`src/rtl/display_scan_ctrl.sv`:
```
// Time-multiplexed scan controller for a common-anode 7-segment display.
// One digit slot per REFRESH_DIV cycles; data updates land only on frame boundaries.
module display_scan_ctrl #(
  parameter int N_DIGITS    = 4,
  parameter int REFRESH_DIV = 50000,
  parameter int GUARD       = 16
) (
  input  logic                    clk,
  input  logic                    rst_n,
  input  logic [4*N_DIGITS-1:0]   value_in,
  input  logic [N_DIGITS-1:0]     dp_in,
  input  logic                    lz_en,
  input  logic                    load,
  output logic                    load_ack,
  output logic                    frame_done,
  output logic [N_DIGITS-1:0]     an,
  output logic [3:0]              bcd_out,
  output logic                    dp_n
);

  localparam int CW     = $clog2(REFRESH_DIV);
  localparam int IW     = $clog2(N_DIGITS);
  localparam int ON_LEN = REFRESH_DIV - GUARD;

  typedef enum logic {S_ON, S_GUARD} state_t;

  state_t                  state, state_nxt;
  logic [CW-1:0]           cnt, cnt_nxt;
  logic [IW-1:0]           idx, idx_nxt;
  logic [4*N_DIGITS-1:0]   disp_val, disp_val_nxt;
  logic [N_DIGITS-1:0]     disp_dp, disp_dp_nxt;
  logic [4*N_DIGITS-1:0]   pend_val, pend_val_nxt;
  logic [N_DIGITS-1:0]     pend_dp, pend_dp_nxt;
  logic                    pend_flag, pend_flag_nxt;
  logic                    load_ack_nxt, frame_done_nxt;
  logic [N_DIGITS-1:0]     an_nxt;
  logic [3:0]              bcd_nxt;
  logic                    dp_n_nxt;
  logic [N_DIGITS-1:0]     blank;
  logic                    zero_above;
  logic                    boundary;

  always_ff @(posedge clk or negedge rst_n) begin
    if (!rst_n) begin
      state      <= S_GUARD;
      cnt        <= '0;
      idx        <= IW'(N_DIGITS - 1);
      disp_val   <= '0;
      disp_dp    <= '0;
      pend_val   <= '0;
      pend_dp    <= '0;
      pend_flag  <= 1'b0;
      load_ack   <= 1'b0;
      frame_done <= 1'b0;
      an         <= '1;
      bcd_out    <= '0;
      dp_n       <= 1'b1;
    end else begin
      state      <= state_nxt;
      cnt        <= cnt_nxt;
      idx        <= idx_nxt;
      disp_val   <= disp_val_nxt;
      disp_dp    <= disp_dp_nxt;
      pend_val   <= pend_val_nxt;
      pend_dp    <= pend_dp_nxt;
      pend_flag  <= pend_flag_nxt;
      load_ack   <= load_ack_nxt;
      frame_done <= frame_done_nxt;
      an         <= an_nxt;
      bcd_out    <= bcd_nxt;
      dp_n       <= dp_n_nxt;
    end
  end

  always_comb begin
    state_nxt      = state;
    cnt_nxt        = cnt + CW'(1);
    idx_nxt        = idx;
    disp_val_nxt   = disp_val;
    disp_dp_nxt    = disp_dp;
    pend_val_nxt   = pend_val;
    pend_dp_nxt    = pend_dp;
    pend_flag_nxt  = pend_flag;
    load_ack_nxt   = 1'b0;
    frame_done_nxt = 1'b0;
    an_nxt         = an;
    bcd_nxt        = bcd_out;
    dp_n_nxt       = dp_n;
    blank          = '0;
    zero_above     = 1'b1;
    boundary       = 1'b0;

    case (state)
      S_ON: begin
        if (cnt == CW'(ON_LEN - 1)) begin
          state_nxt = S_GUARD;
          cnt_nxt   = '0;
        end
      end
      default: begin
        if (cnt == CW'(GUARD - 1)) begin
          state_nxt = S_ON;
          cnt_nxt   = '0;
          boundary  = (idx == IW'(N_DIGITS - 1));
          idx_nxt   = boundary ? '0 : idx + IW'(1);
        end
      end
    endcase

    // A load on the boundary edge bypasses the pending registers entirely
    if (boundary) begin
      frame_done_nxt = 1'b1;
      if (load) begin
        disp_val_nxt  = value_in;
        disp_dp_nxt   = dp_in;
        pend_flag_nxt = 1'b0;
        load_ack_nxt  = 1'b1;
      end else if (pend_flag) begin
        disp_val_nxt  = pend_val;
        disp_dp_nxt   = pend_dp;
        pend_flag_nxt = 1'b0;
        load_ack_nxt  = 1'b1;
      end
    end else if (load) begin
      pend_val_nxt  = value_in;
      pend_dp_nxt   = dp_in;
      pend_flag_nxt = 1'b1;
    end

    // Walk from the most significant digit down; digit 0 always lights
    for (int i = N_DIGITS - 1; i >= 0; i--) begin
      zero_above = zero_above && (disp_val_nxt[4*i +: 4] == 4'd0);
      blank[i]   = lz_en && (i > 0) && zero_above;
    end

    if (state_nxt == S_ON) begin
      an_nxt   = blank[idx_nxt] ? '1 : ~(N_DIGITS'(1) << idx_nxt);
      bcd_nxt  = disp_val_nxt[4*idx_nxt +: 4];
      dp_n_nxt = ~(disp_dp_nxt[idx_nxt] & ~blank[idx_nxt]);
    end else begin
      an_nxt = '1;
    end
  end

endmodule

```
`config.mk`:
```
export PLATFORM = sky130hd
export DESIGN_NAME = display_scan_ctrl
export DESIGN_NICKNAME = d
export VERILOG_FILES = /design/src/rtl/display_scan_ctrl.sv
export SDC_FILE = /design/constraint.sdc
export NUM_CORES = 1
export LEC_CHECK = 0
export CAP_MARGIN = 25
export CORE_MARGIN = 2
export CORE_UTILIZATION = 30
export CTS_CLUSTER_SIZE = 14
export DETAILED_ROUTE_END_ITERATION = 10
export SLEW_MARGIN = 20
export SYNTH_ARGS = -nofsm -noshare
export SYNTH_HDL_FRONTEND = slang
export SYNTH_SLANG_ARGS = --single-unit
```
`constraint.sdc`:
```
create_clock -name clk -period 2.95 [get_ports clk]
set_clock_uncertainty 0.15 [all_clocks]
set_input_delay 0.59 -clock clk [delete_from_list [all_inputs] [get_ports clk]]
set_output_delay 0.59 -clock clk [all_outputs]
set_load 0.1 [all_outputs]
```
==> summary.md, run 1 <==
| Metric | Value |
|---|---|
| Die height | 112 um |
| Post-Syn Instances | 331 |
| Worst Setup EP | dp_n$_DFFE_PN1N_ |
| GR Layer Usage met1 | 20.1% |
| Worst slew pin tran | 621 ps |
| Area growth from synthesis to layout | 28.2% |
| GRT busiest layer | met2 |
| Final WL | 8610 um |
| Clk sink count | 71 |
| Num ports | 35 |
| Startpoint types | flip-flop |
| IO buf count | 34 |
| Crit path DAT | 2960 ps |
| R2R depth | 9 |
| Global-route wire length before repair | 14500 um |
| Via count | 2717 |
| Postcts setup bufs | 0 |
| RR Endpoint | dp_n$_DFFE_PN1N_ |
| Gr ovfl total | 0 |
| Clock buffer count from CTS | 9 |
| Final Hold Violating Endpoints | 0 |
| Register area share after synthesis | 51.3% |
| Number of flops mapped to enable cells by yosys | 0 |
| Yosys cell types | 59 |
| Critical path peak fanout | 6 |
| DR iter-0 viols | 176 |
| Avg Vias per Cell | 5.09 |
| Outcome | finished clean |
| Initial DRT Pass Iterations | 5 |
| Placeable Area | 11400 um^2 |
| CTS HTree Levels | 3 |
| Setup ws final | 113 ps |
| Synthesized area per cell | 10.5 um^2 |
| Critical path origin | cnt[4]$_DFF_PN0_ |
| Initial core utilization | 30.7% |
| Routed len/inst | 16.1 um |
| Clk Latency, worst-skew pair | 330 ps |
| DRC Markers | 0 |
| GRT Util Overall | 14.6% |
| Yosys synthesis warning count | 0 |
| Leakage | 0.00196 uW |
| Max-cap viol count | 0 |
| TNS Setup | 0 ps |
| Critical path class | reg -> reg |
| Async S/R FF share, synth | 100% |
| Largest net degree at the start of global routing | 28 |
| Share of cells above drive strength 1 | 30.2% |
| Hold crit path type | in -> async |
| Longest Clk Path Bufs | 2 |
| Grt met2 use | 22.4% |
| R2r setup slk | 110 ps |
| Final setup fails | 0 |
| Pre-CTS WS | -64.7 ps |
| CTS root buf | clkbuf_16 |
| Clk slew on worst S/H paths | 60 ps |
| Min cycle time layout | 2840 ps |
| Fin. max-slew vios | 0 |
| Syn Nets | 357 |
| VDD IR max | 0.297 mV |
| Post-Synthesis Cell Area | 3490 um^2 |
| PwrDens | 534 nW/um^2 |
| Fin nets | 412 |
| Relative slew slack | 58.6% |
| Tot Pwr | 2390 uW |
| Final antenna-violating net count | 0 |
| CP Capture Type | flip-flop |
| RSZ-0062 raised after global routing | yes |
| Reg2reg start | cnt[4]$_DFF_PN0_ |
| Met3 Use GR | 3.70% |
| Initial antenna violation count | 0 |
| Vias in the first global route | 2865 |
| CTS tree | yes |
| DIE AREA | 12500 um^2 |
| Die Span X | 112 um |
| Seq cells post-synth | 71 |
| Fin Hold WS | 122 ps |
| Dpl hpwl | 6240 um |
| Final Wtd Congestion | 0.841 |
| Std cell rows | 39 |
| Ys flop type | dfrtp_1 |
| Antenna diode count | 0 |
| CP required | 3070 ps |
| F_max | 352 MHz |
| Crit share post-route | 96.2% |
| Fillers | 1109 |
flip-flops by register name, summed over array words and instances, names as in the netlist, 2 cells and up:
signal    flops
cnt          16
disp_val     16
pend_val     16
an            4
bcd_out       4
disp_dp       4
pend_dp       4
idx           2
layer usage:
layer	share of wire [%]	routed length [um]	up-vias
li1	-	-	1305
met1	48	4170	1369
met2	47	4090	34
met3	2.8	240	9
met4	1.3	115	0
met5	0	0	-
cells in the final DEF (no fill, tap or decap), types with 9 or more instances in the layout:
cell type	count
mux2_2	24
buf_4	36
xor2_1	10
nand2_1	14
dfrtp_1	63
clkdlybuf4s50_1	22
a21oi_1	11
clkbuf_16	9
inv_1	9
nor2_1	52
nand3_1	10
o22ai_1	9
o21ai_0	10
report_power, final:
part / total [uW] / internal [uW] / switching (uW)
registers: 1030 / 1010 / 21.1
clock network: 1180 / 760 / 418
logic: 174 / 87.1 / 87.2
how the worst min path moves through the flow:
stage                     depth (start not counted)                     end
after floorplan                                   0  bcd_out[0]$_DFFE_PN0N_
after global placement                            1        cnt[0]$_DFF_PN0_
after detailed placement                          1        cnt[0]$_DFF_PN0_
after CTS                                         1    frame_done$_DFF_PN0_
after global routing                              1    frame_done$_DFF_PN0_
final                                             1   disp_val[4]$_DFF_PN0_
cells in the mapped netlist (all sizes together) (4+ instances only):
library cell / number / area share [%]
dfrtp: 63 / 45
nor2: 52 / 5.6
mux2: 24 / 7.8
nand2: 16 / 1.8
a21oi: 13 / 2.1
nor3: 12 / 2.6
o21ai: 12 / 1.8
inv: 11 / 1.2
nand3: 11 / 1.6
o22ai: 10 / 1.8
xor2: 10 / 2.5
buf: 8 / 1.3
clkbuf: 8 / 0.86
dfstp: 8 / 6.0
mux2i: 7 / 2.0
nand4: 7 / 1.4
and3: 6 / 1.1
nor4: 6 / 2.3
a31oi: 5 / 0.90
o211ai: 4 / 1.0
o32ai: 4 / 1.0
or4: 4 / 1.1
xnor2: 4 / 1.0
critical path, stage by stage, from the launching register on:
cell and delay [ps]:
dfrtp_1 400, or4_4 590, nor4_4 330, buf_4 210, nand2_2 130, o32ai_1 260
nor3_1 120, o311ai_0 340, a21oi_1 110, a21oi_2 140
through the flow:
| step | area [um^2] | util [%] | cells |
|---|---|---|---|
| 3_5_place_dp | 4110 | 36.1 | 518 |
| 5_1_grt | 4470 | 39.3 | 534 |
| 3_3_place_gp | 4110 | 36.1 | 518 |
| 6_report | 4470 | 39.3 | 534 |
| 2_1_floorplan | 3490 | - | 331 |
| 4_1_cts | 4440 | 39.0 | 534 |
logic make-up (layout without fill, tap and decap cells):
kind of cell    Yosys count  count (layout)  share of synthesized area, %
compound gates           60              60                          11.6
xor+xnor                 14              14                          3.52
fa+ha+maj                 2               2                         0.718
buf+inv                  27              87                          3.30
flops                    71              71                          51.3
mux                      31              31                          9.76
simple gates            126             126                          19.8
final cells by class:
class / count / area, um^2 / area share (%)
Clock buffer: 10 / 239 / 5.35
Clock inverter: 6 / 83.8 / 1.88
Inverter: 11 / 46.3 / 1.04
Timing Repair Buffer: 60 / 515 / 11.5
Tap cell: 143 / 179 / 4.00
Multi-Input combinational cell: 233 / 1620 / 36.2
Sequential cell: 71 / 1790 / 40.0
timing repair:
action / in CTS / in global routing
gates resized for setup: 1 / 8
setup endpoints to repair: 3 / 6
hold endpoints to repair: 0 / 0
hold buffers: 0 / 0
pin swaps: 0 / 0
Note: power is estimated with default switching activity, not from simulation.
==> inputs of run 2 (changes only) <==
CORE_MARGIN = 4   (was 2)
SKIP_CTS_REPAIR_TIMING = 1   (was unset)
==> summary.md, run 2 (synthesis results as in run 1) <==
| Metric | Value |
|---|---|
| Crit share post-route | 96.7% (was 96.2%) |
| Leakage | 0.00196 uW (about the same) |
| Std cell rows | 39 (unchanged) |
| Antenna diode count | 0 (unchanged) |
| Num ports | 35 (unchanged) |
| Power share of the clock group | 47.3% (was 49.4%) |
| Sw frac | 22.6% (was 22.1%) |
| IO buf count | 34 (unchanged) |
| R2r setup slk | 100 ps (was 110 ps) |
| F_max | 351 MHz (was 352 MHz) |
| Seq pwr share | 45.2% (was 43.3%) |
| Placeable Area | 11400 um^2 (about the same) |
| Die height | 116 um (was 112 um) |
| VDD IR max | 0.266 mV (was 0.297 mV) |
| Dpl cells | 518 (unchanged) |
| Final Wtd Congestion | 0.828 (was 0.841) |
| DIE AREA | 13400 um^2 (was 12500 um^2) |
| DRC Markers | 0 (unchanged) |
| Share of cells above drive strength 1 | 32.2% (was 30.2%) |
| Clk sink count | 71 (unchanged) |
| Fin Hold WS | 148 ps (was 122 ps) |
| Final Hold Violating Endpoints | 0 (unchanged) |
| Avg Vias per Cell | 5.01 (was 5.09) |
| Initial DRT Pass Iterations | 4 (was 5) |
| Final non-filler cell total | 541 (was 534) |
| Fin nets | 419 (was 412) |
| Final setup fails | 0 (unchanged) |
| Max-cap viol count | 0 (unchanged) |
| Die Span X | 116 um (was 112 um) |
| Sw power | 517 uW (was 527 uW) |
| Fillers | 1145 (was 1109) |
| Fin. max-slew vios | 0 (unchanged) |
| Outcome | finished clean (unchanged) |
| Via count | 2711 (was 2717) |
| CTS root buf | clkbuf_16 (unchanged) |
| Worst slew pin tran | 487 ps (was 621 ps) |
| Initial core utilization | 30.5% (was 30.7%) |
| DR iter-0 viols | 182 (was 176) |
| Clock buffer count from CTS | 9 (unchanged) |
| Critical path class | reg -> reg (unchanged) |
| CTS tree | yes (unchanged) |
| TNS Setup | 0 ps (unchanged) |
| Largest registers | cnt (16), disp_val (16), pend_val (16) (unchanged) |
| Startpoint types | flip-flop (unchanged) |
| Crit path DAT | 2910 ps (was 2960 ps) |
| GRT Util Overall | 13.8% (was 14.6%) |
| Critical path peak fanout | 5 (was 6) |
| Hold crit path type | in -> async (unchanged) |
| R2R depth | 10 (was 9) |
| Reg2reg start | cnt[6]$_DFF_PN0_ (was cnt[4]$_DFF_PN0_) |
| Global-route wire length before repair | 14500 um (about the same) |
| CP required | 3010 ps (was 3070 ps) |
| Largest net degree at the start of global routing | 38 (was 28) |
| Worst Setup EP | bcd_out[1]$_DFFE_PN0N_ (was dp_n$_DFFE_PN1N_) |
| Critical path origin | cnt[6]$_DFF_PN0_ (was cnt[4]$_DFF_PN0_) |
| Gr ovfl total | 0 (unchanged) |
| Clk Latency, worst-skew pair | 340 ps (was 330 ps) |
| Final Instance Area | 4520 um^2 (was 4470 um^2) |
| CP Capture Type | flip-flop (unchanged) |
| Commonest cells after routing, fill and taps aside | dfrtp_1 (63), nor2_1 (52), buf_4 (43) (was dfrtp_1 (63), nor2_1 (52), buf_4 (36)) |
| Final Util | 39.6% (was 39.3%) |
| Final antenna-violating net count | 0 (unchanged) |
| PwrDens | 506 nW/um^2 (was 534 nW/um^2) |
| Combinational share of power | 7.5% (was 7.3%) |
| Area growth from synthesis to layout | 29.6% (was 28.2%) |
| Vias in the first global route | 2872 (was 2865) |
| CTS HTree Levels | 3 (unchanged) |
| Min cycle time layout | 2850 ps (was 2840 ps) |
| Placed cell area | 4090 um^2 (was 4110 um^2) |
| Internal | 1770 uW (was 1860 uW) |
| Routed len/inst | 16.2 um (was 16.1 um) |
| Longest Clk Path Bufs | 2 (unchanged) |
| Dpl hpwl | 6400 um (was 6240 um) |
| Commonest non-fill, non-tap cell in the layout | dfrtp_1 (unchanged) |
| Initial antenna violation count | 0 (unchanged) |
| Final WL | 8790 um (was 8610 um) |
| Clk slew on worst S/H paths | 60 ps (about the same) |
| Relative slew slack | 67.6% (was 58.6%) |
| RR Endpoint | bcd_out[1]$_DFFE_PN0N_ (was dp_n$_DFFE_PN1N_) |
[run 2: cell count changes in the layout (fill, tap and decap cells not counted), moves of 2 or more]
cell,before,now
buf_4,36,43
clkinvlp_4,0,2
clkinv_4,2,0
inv_2,1,3
[run 2: worst min-delay path by stage]
| stage | from | endpoint |
|---|---|---|
| floorplan | rst_n | bcd_out[0]$_DFFE_PN0N_ |
| global placement | cnt[0]$_DFF_PN0_ | cnt[0]$_DFF_PN0_ |
| detailed placement | cnt[0]$_DFF_PN0_ | cnt[0]$_DFF_PN0_ |
| CTS | rst_n | pend_val[8]$_DFFE_PN0P_ |
| global route | rst_n | pend_val[1]$_DFFE_PN0P_ |
| finish | rst_n | pend_val[8]$_DFFE_PN0P_ |
[run 2: through the flow]
step / total power, uW / setup slack (ps)
final: 2290 / 97.4
after CTS: 2310 / 67.8
after global routing: 2380 / -18.9
after floorplan: 1130 / 295
after detailed placement: 1220 / 75.7
after global placement: 1220 / 131
[run 2: power by group through the flow]
| stage | Clock [uW] | Combinational, uW | Sequential, uW |
|---|---|---|---|
| floorplan | 0 | 77.7 | 1050 |
| global placement | 0 | 170 | 1050 |
| detailed placement | 0 | 172 | 1050 |
| CTS | 1110 | 173 | 1030 |
| global route | 1150 | 190 | 1040 |
| finish | 1080 | 172 | 1030 |
[run 2: metal layers]
| layer | up-vias | part of all wire, % | wire (um) | track usage, % |
|---|---|---|---|---|
| met2 | 51 | 48 | 4220 | 22.4 |
| li1 | 1314 | - | - | - |
| met5 | - | 0 | 0 | 0 |
| met4 | 0 | 1.3 | 116 | 5.03 |
| met1 | 1334 | 46 | 4050 | 18.2 |
| met3 | 12 | 4.5 | 393 | 3.24 |
[run 2: critical path, cell delays in order, from the launching register on]
cell	delay, ps
dfrtp_1	390
or4_1	680
nor4_4	300
buf_4	210
nand2_1	90
mux2i_2	190
buf_4	140
buf_2	150
buf_4	160
o211ai_1	170
a31oi_1	100
[run 2: final cells by class]
cell class	count	area (um^2)	share of cell area [%]
sequential	71	1790	39.5
multi-input combinational	233	1660	36.7
timing repair buffer	67	553	12.2
clock buffer	10	239	5.29
tap	143	179	3.96
clock inverter	6	60.1	1.33
inverter	11	41.3	0.914
==> inputs of run 3 (changes only) <==
clock period = 3.7 ns   (was 2.95 ns; I/O delays follow)
==> summary.md, run 3 (synthesis results as in run 1) <==
| Metric | Value |
|---|---|
| TNS Setup | 0 ps (unchanged) |
| Max-cap viol count | 0 (unchanged) |
| CTS root buf | clkbuf_16 (unchanged) |
| IO buf count | 34 (unchanged) |
| Largest registers | cnt (16), disp_val (16), pend_val (16) (unchanged) |
| Num ports | 35 (unchanged) |
| Placeable Area | 11400 um^2 (unchanged) |
| CP Cell Sequence | or4_1, or4_1, o21ai_2, and2_2, nor2_1, a221oi_1, a21oi_1 (was or4_1, nor4_4, buf_4, nand2_1, mux2i_2, buf_4, buf_2, buf_4, o211ai_1, a31oi_1) |
| DR iter-0 viols | 139 (was 182) |
| Final antenna-violating net count | 0 (unchanged) |
| Share of cells above drive strength 1 | 24.0% (was 32.2%) |
| GR Layer Usage met1 | 18.1% (was 18.2%) |
| Top cell by count, worst path | or4_1 (was buf_4) |
| Leakage | 0.00186 uW (was 0.00196 uW) |
| Final WL | 8140 um (was 8790 um) |
| Clock buffer count from CTS | 9 (unchanged) |
| Fillers | 1140 (was 1145) |
| Startpoint types | flip-flop (unchanged) |
| Grt met2 use | 20.2% (was 22.4%) |
| Vias in the first global route | 2760 (was 2872) |
| Initial antenna violation count | 0 (unchanged) |
| Min cycle time layout | 3130 ps (was 2850 ps) |
| Relative slew slack | 35.0% (was 67.6%) |
| Final setup fails | 0 (unchanged) |
| Worst path bufs/invs | 0 (was 4) |
| Hold crit path type | in -> async (unchanged) |
| PwrDens | 440 nW/um^2 (was 506 nW/um^2) |
| Worst slew pin tran | 973 ps (was 487 ps) |
| Dpl hpwl | 5990 um (was 6400 um) |
| GRT busiest layer | met2 (unchanged) |
| CP max-delay cell | or4_1 (unchanged) |
| Initial core utilization | 30.5% (unchanged) |
| Avg Vias per Cell | 5.13 (was 5.01) |
| CP Capture Type | flip-flop (unchanged) |
| CP peak stage delay | 650 ps (was 680 ps) |
| Global-route wire length before repair | 14000 um (was 14500 um) |
| Area growth from synthesis to layout | 24.2% (was 29.6%) |
| GRT Util Overall | 13.2% (was 13.8%) |
| Crit path max-delay family | simple AND/OR/NAND/NOR gates (unchanged) |
| Crit share post-route | 84.7% (was 96.7%) |
| Via count | 2656 (was 2711) |
| Gr ovfl total | 0 (unchanged) |
| Fin nets | 396 (was 419) |
| Commonest cells after routing, fill and taps aside | dfrtp_1 (63), nor2_1 (52), clkdlybuf4s50_1 (27) (was dfrtp_1 (63), nor2_1 (52), buf_4 (43)) |
| Largest net degree at the start of global routing | 27 (was 38) |
| CTS HTree Levels | 3 (unchanged) |
| Final Hold Violating Endpoints | 0 (unchanged) |
| Routed len/inst | 15.7 um (was 16.2 um) |
| Commonest non-fill, non-tap cell in the layout | dfrtp_1 (unchanged) |
| CTS tree | yes (unchanged) |
| Critical path peak fanout | 12 (was 5) |
| Fin. max-slew vios | 0 (unchanged) |
| VDD IR max | 0.261 mV (was 0.266 mV) |
| Longest Clk Path Bufs | 2 (unchanged) |
| F_max | 319 MHz (was 351 MHz) |
| RSZ-0062 raised after global routing | no |
| Clk sink count | 71 (unchanged) |
| Clk Latency, worst-skew pair | 330 ps (was 340 ps) |
| DRC Markers | 0 (unchanged) |
| Antenna diode count | 0 (unchanged) |
| Clk slew on worst S/H paths | 60 ps (about the same) |
| Outcome | finished clean (unchanged) |
| Final Wtd Congestion | 0.895 (was 0.828) |
| Crit path DAT | 3180 ps (was 2910 ps) |
| CP required | 3750 ps (was 3010 ps) |
| Die Span X | 116 um (unchanged) |
| DIE AREA | 13400 um^2 (unchanged) |
| Final Util | 37.9% (was 39.6%) |
| Std cell rows | 39 (unchanged) |
| Die height | 116 um (unchanged) |
| Initial DRT Pass Iterations | 4 (unchanged) |
| Met3 Use GR | 3.71% (was 3.24%) |
| Critical path class | reg -> reg (unchanged) |
## run 3: changes by cell type in the layout (fill, tap and decap cells not counted), moves of 2 or more
cell             delta
o32ai_1             +2
o32ai_2             -2
inv_6               +2
clkdlybuf4s50_1     +5
mux2i_2             -2
clkinv_2            -2
buf_4              -28
mux2i_1             +2
## run 3: metal layers
layer	part of all wire (%)	routed length [um]	vias to the layer above
li1	-	-	1272
met1	47	3850	1307
met2	45	3700	61
met3	4.8	392	16
met4	2.4	193	0
met5	0	0	-
## run 3: power by group
part | internal, uW | total, uW | switching (uW)
Clock | 612 | 946 | 334
Sequential | 807 | 825 | 17.2
Combinational | 66.1 | 133 | 66.7
Total | 1490 | 1900 | 418
## run 3: path summary, 6_finish.rpt
kind | start | to | slack, ps | cells past startpoint
worst max-delay path | cnt[7]$_DFF_PN0_ | bcd_out[3]$_DFFE_PN0N_ | 570 | 7
worst min-delay path | rst_n | pend_val[3]$_DFFE_PN0P_ | 250 | 1
worst max register to register | cnt[7]$_DFF_PN0_ | bcd_out[3]$_DFFE_PN0N_ | 570 | 7
worst min register to register | cnt[0]$_DFF_PN0_ | cnt[0]$_DFF_PN0_ | 330 | 1
max in group asynchronous | rst_n | an[1]$_DFF_PN1_ | 2270 | 3
min in group clk | cnt[0]$_DFF_PN0_ | cnt[0]$_DFF_PN0_ | 330 | 1
## run 3: cell type report
cell class | count | area (um^2) | area share (%)
clock buffer | 10 | 239 | 5.52
tap | 143 | 179 | 4.13
inverter | 11 | 41.3 | 0.954
clock inverter | 6 | 90.1 | 2.08
multi-input combinational | 233 | 1580 | 36.6
sequential | 71 | 1790 | 41.3
timing repair buffer | 44 | 408 | 9.42
## run 3: stage by stage
step	cells	setup WS, ps	power (uW)	instance area, um^2	hold WS, ps
2_1_floorplan	331	1040	903	3490	294
3_3_place_gp	501	603	967	3980	319
3_5_place_dp	502	557	972	4000	326
4_1_cts	518	575	1930	4330	264
5_1_grt	518	370	1980	4330	301
6_report	518	565	1900	4330	252
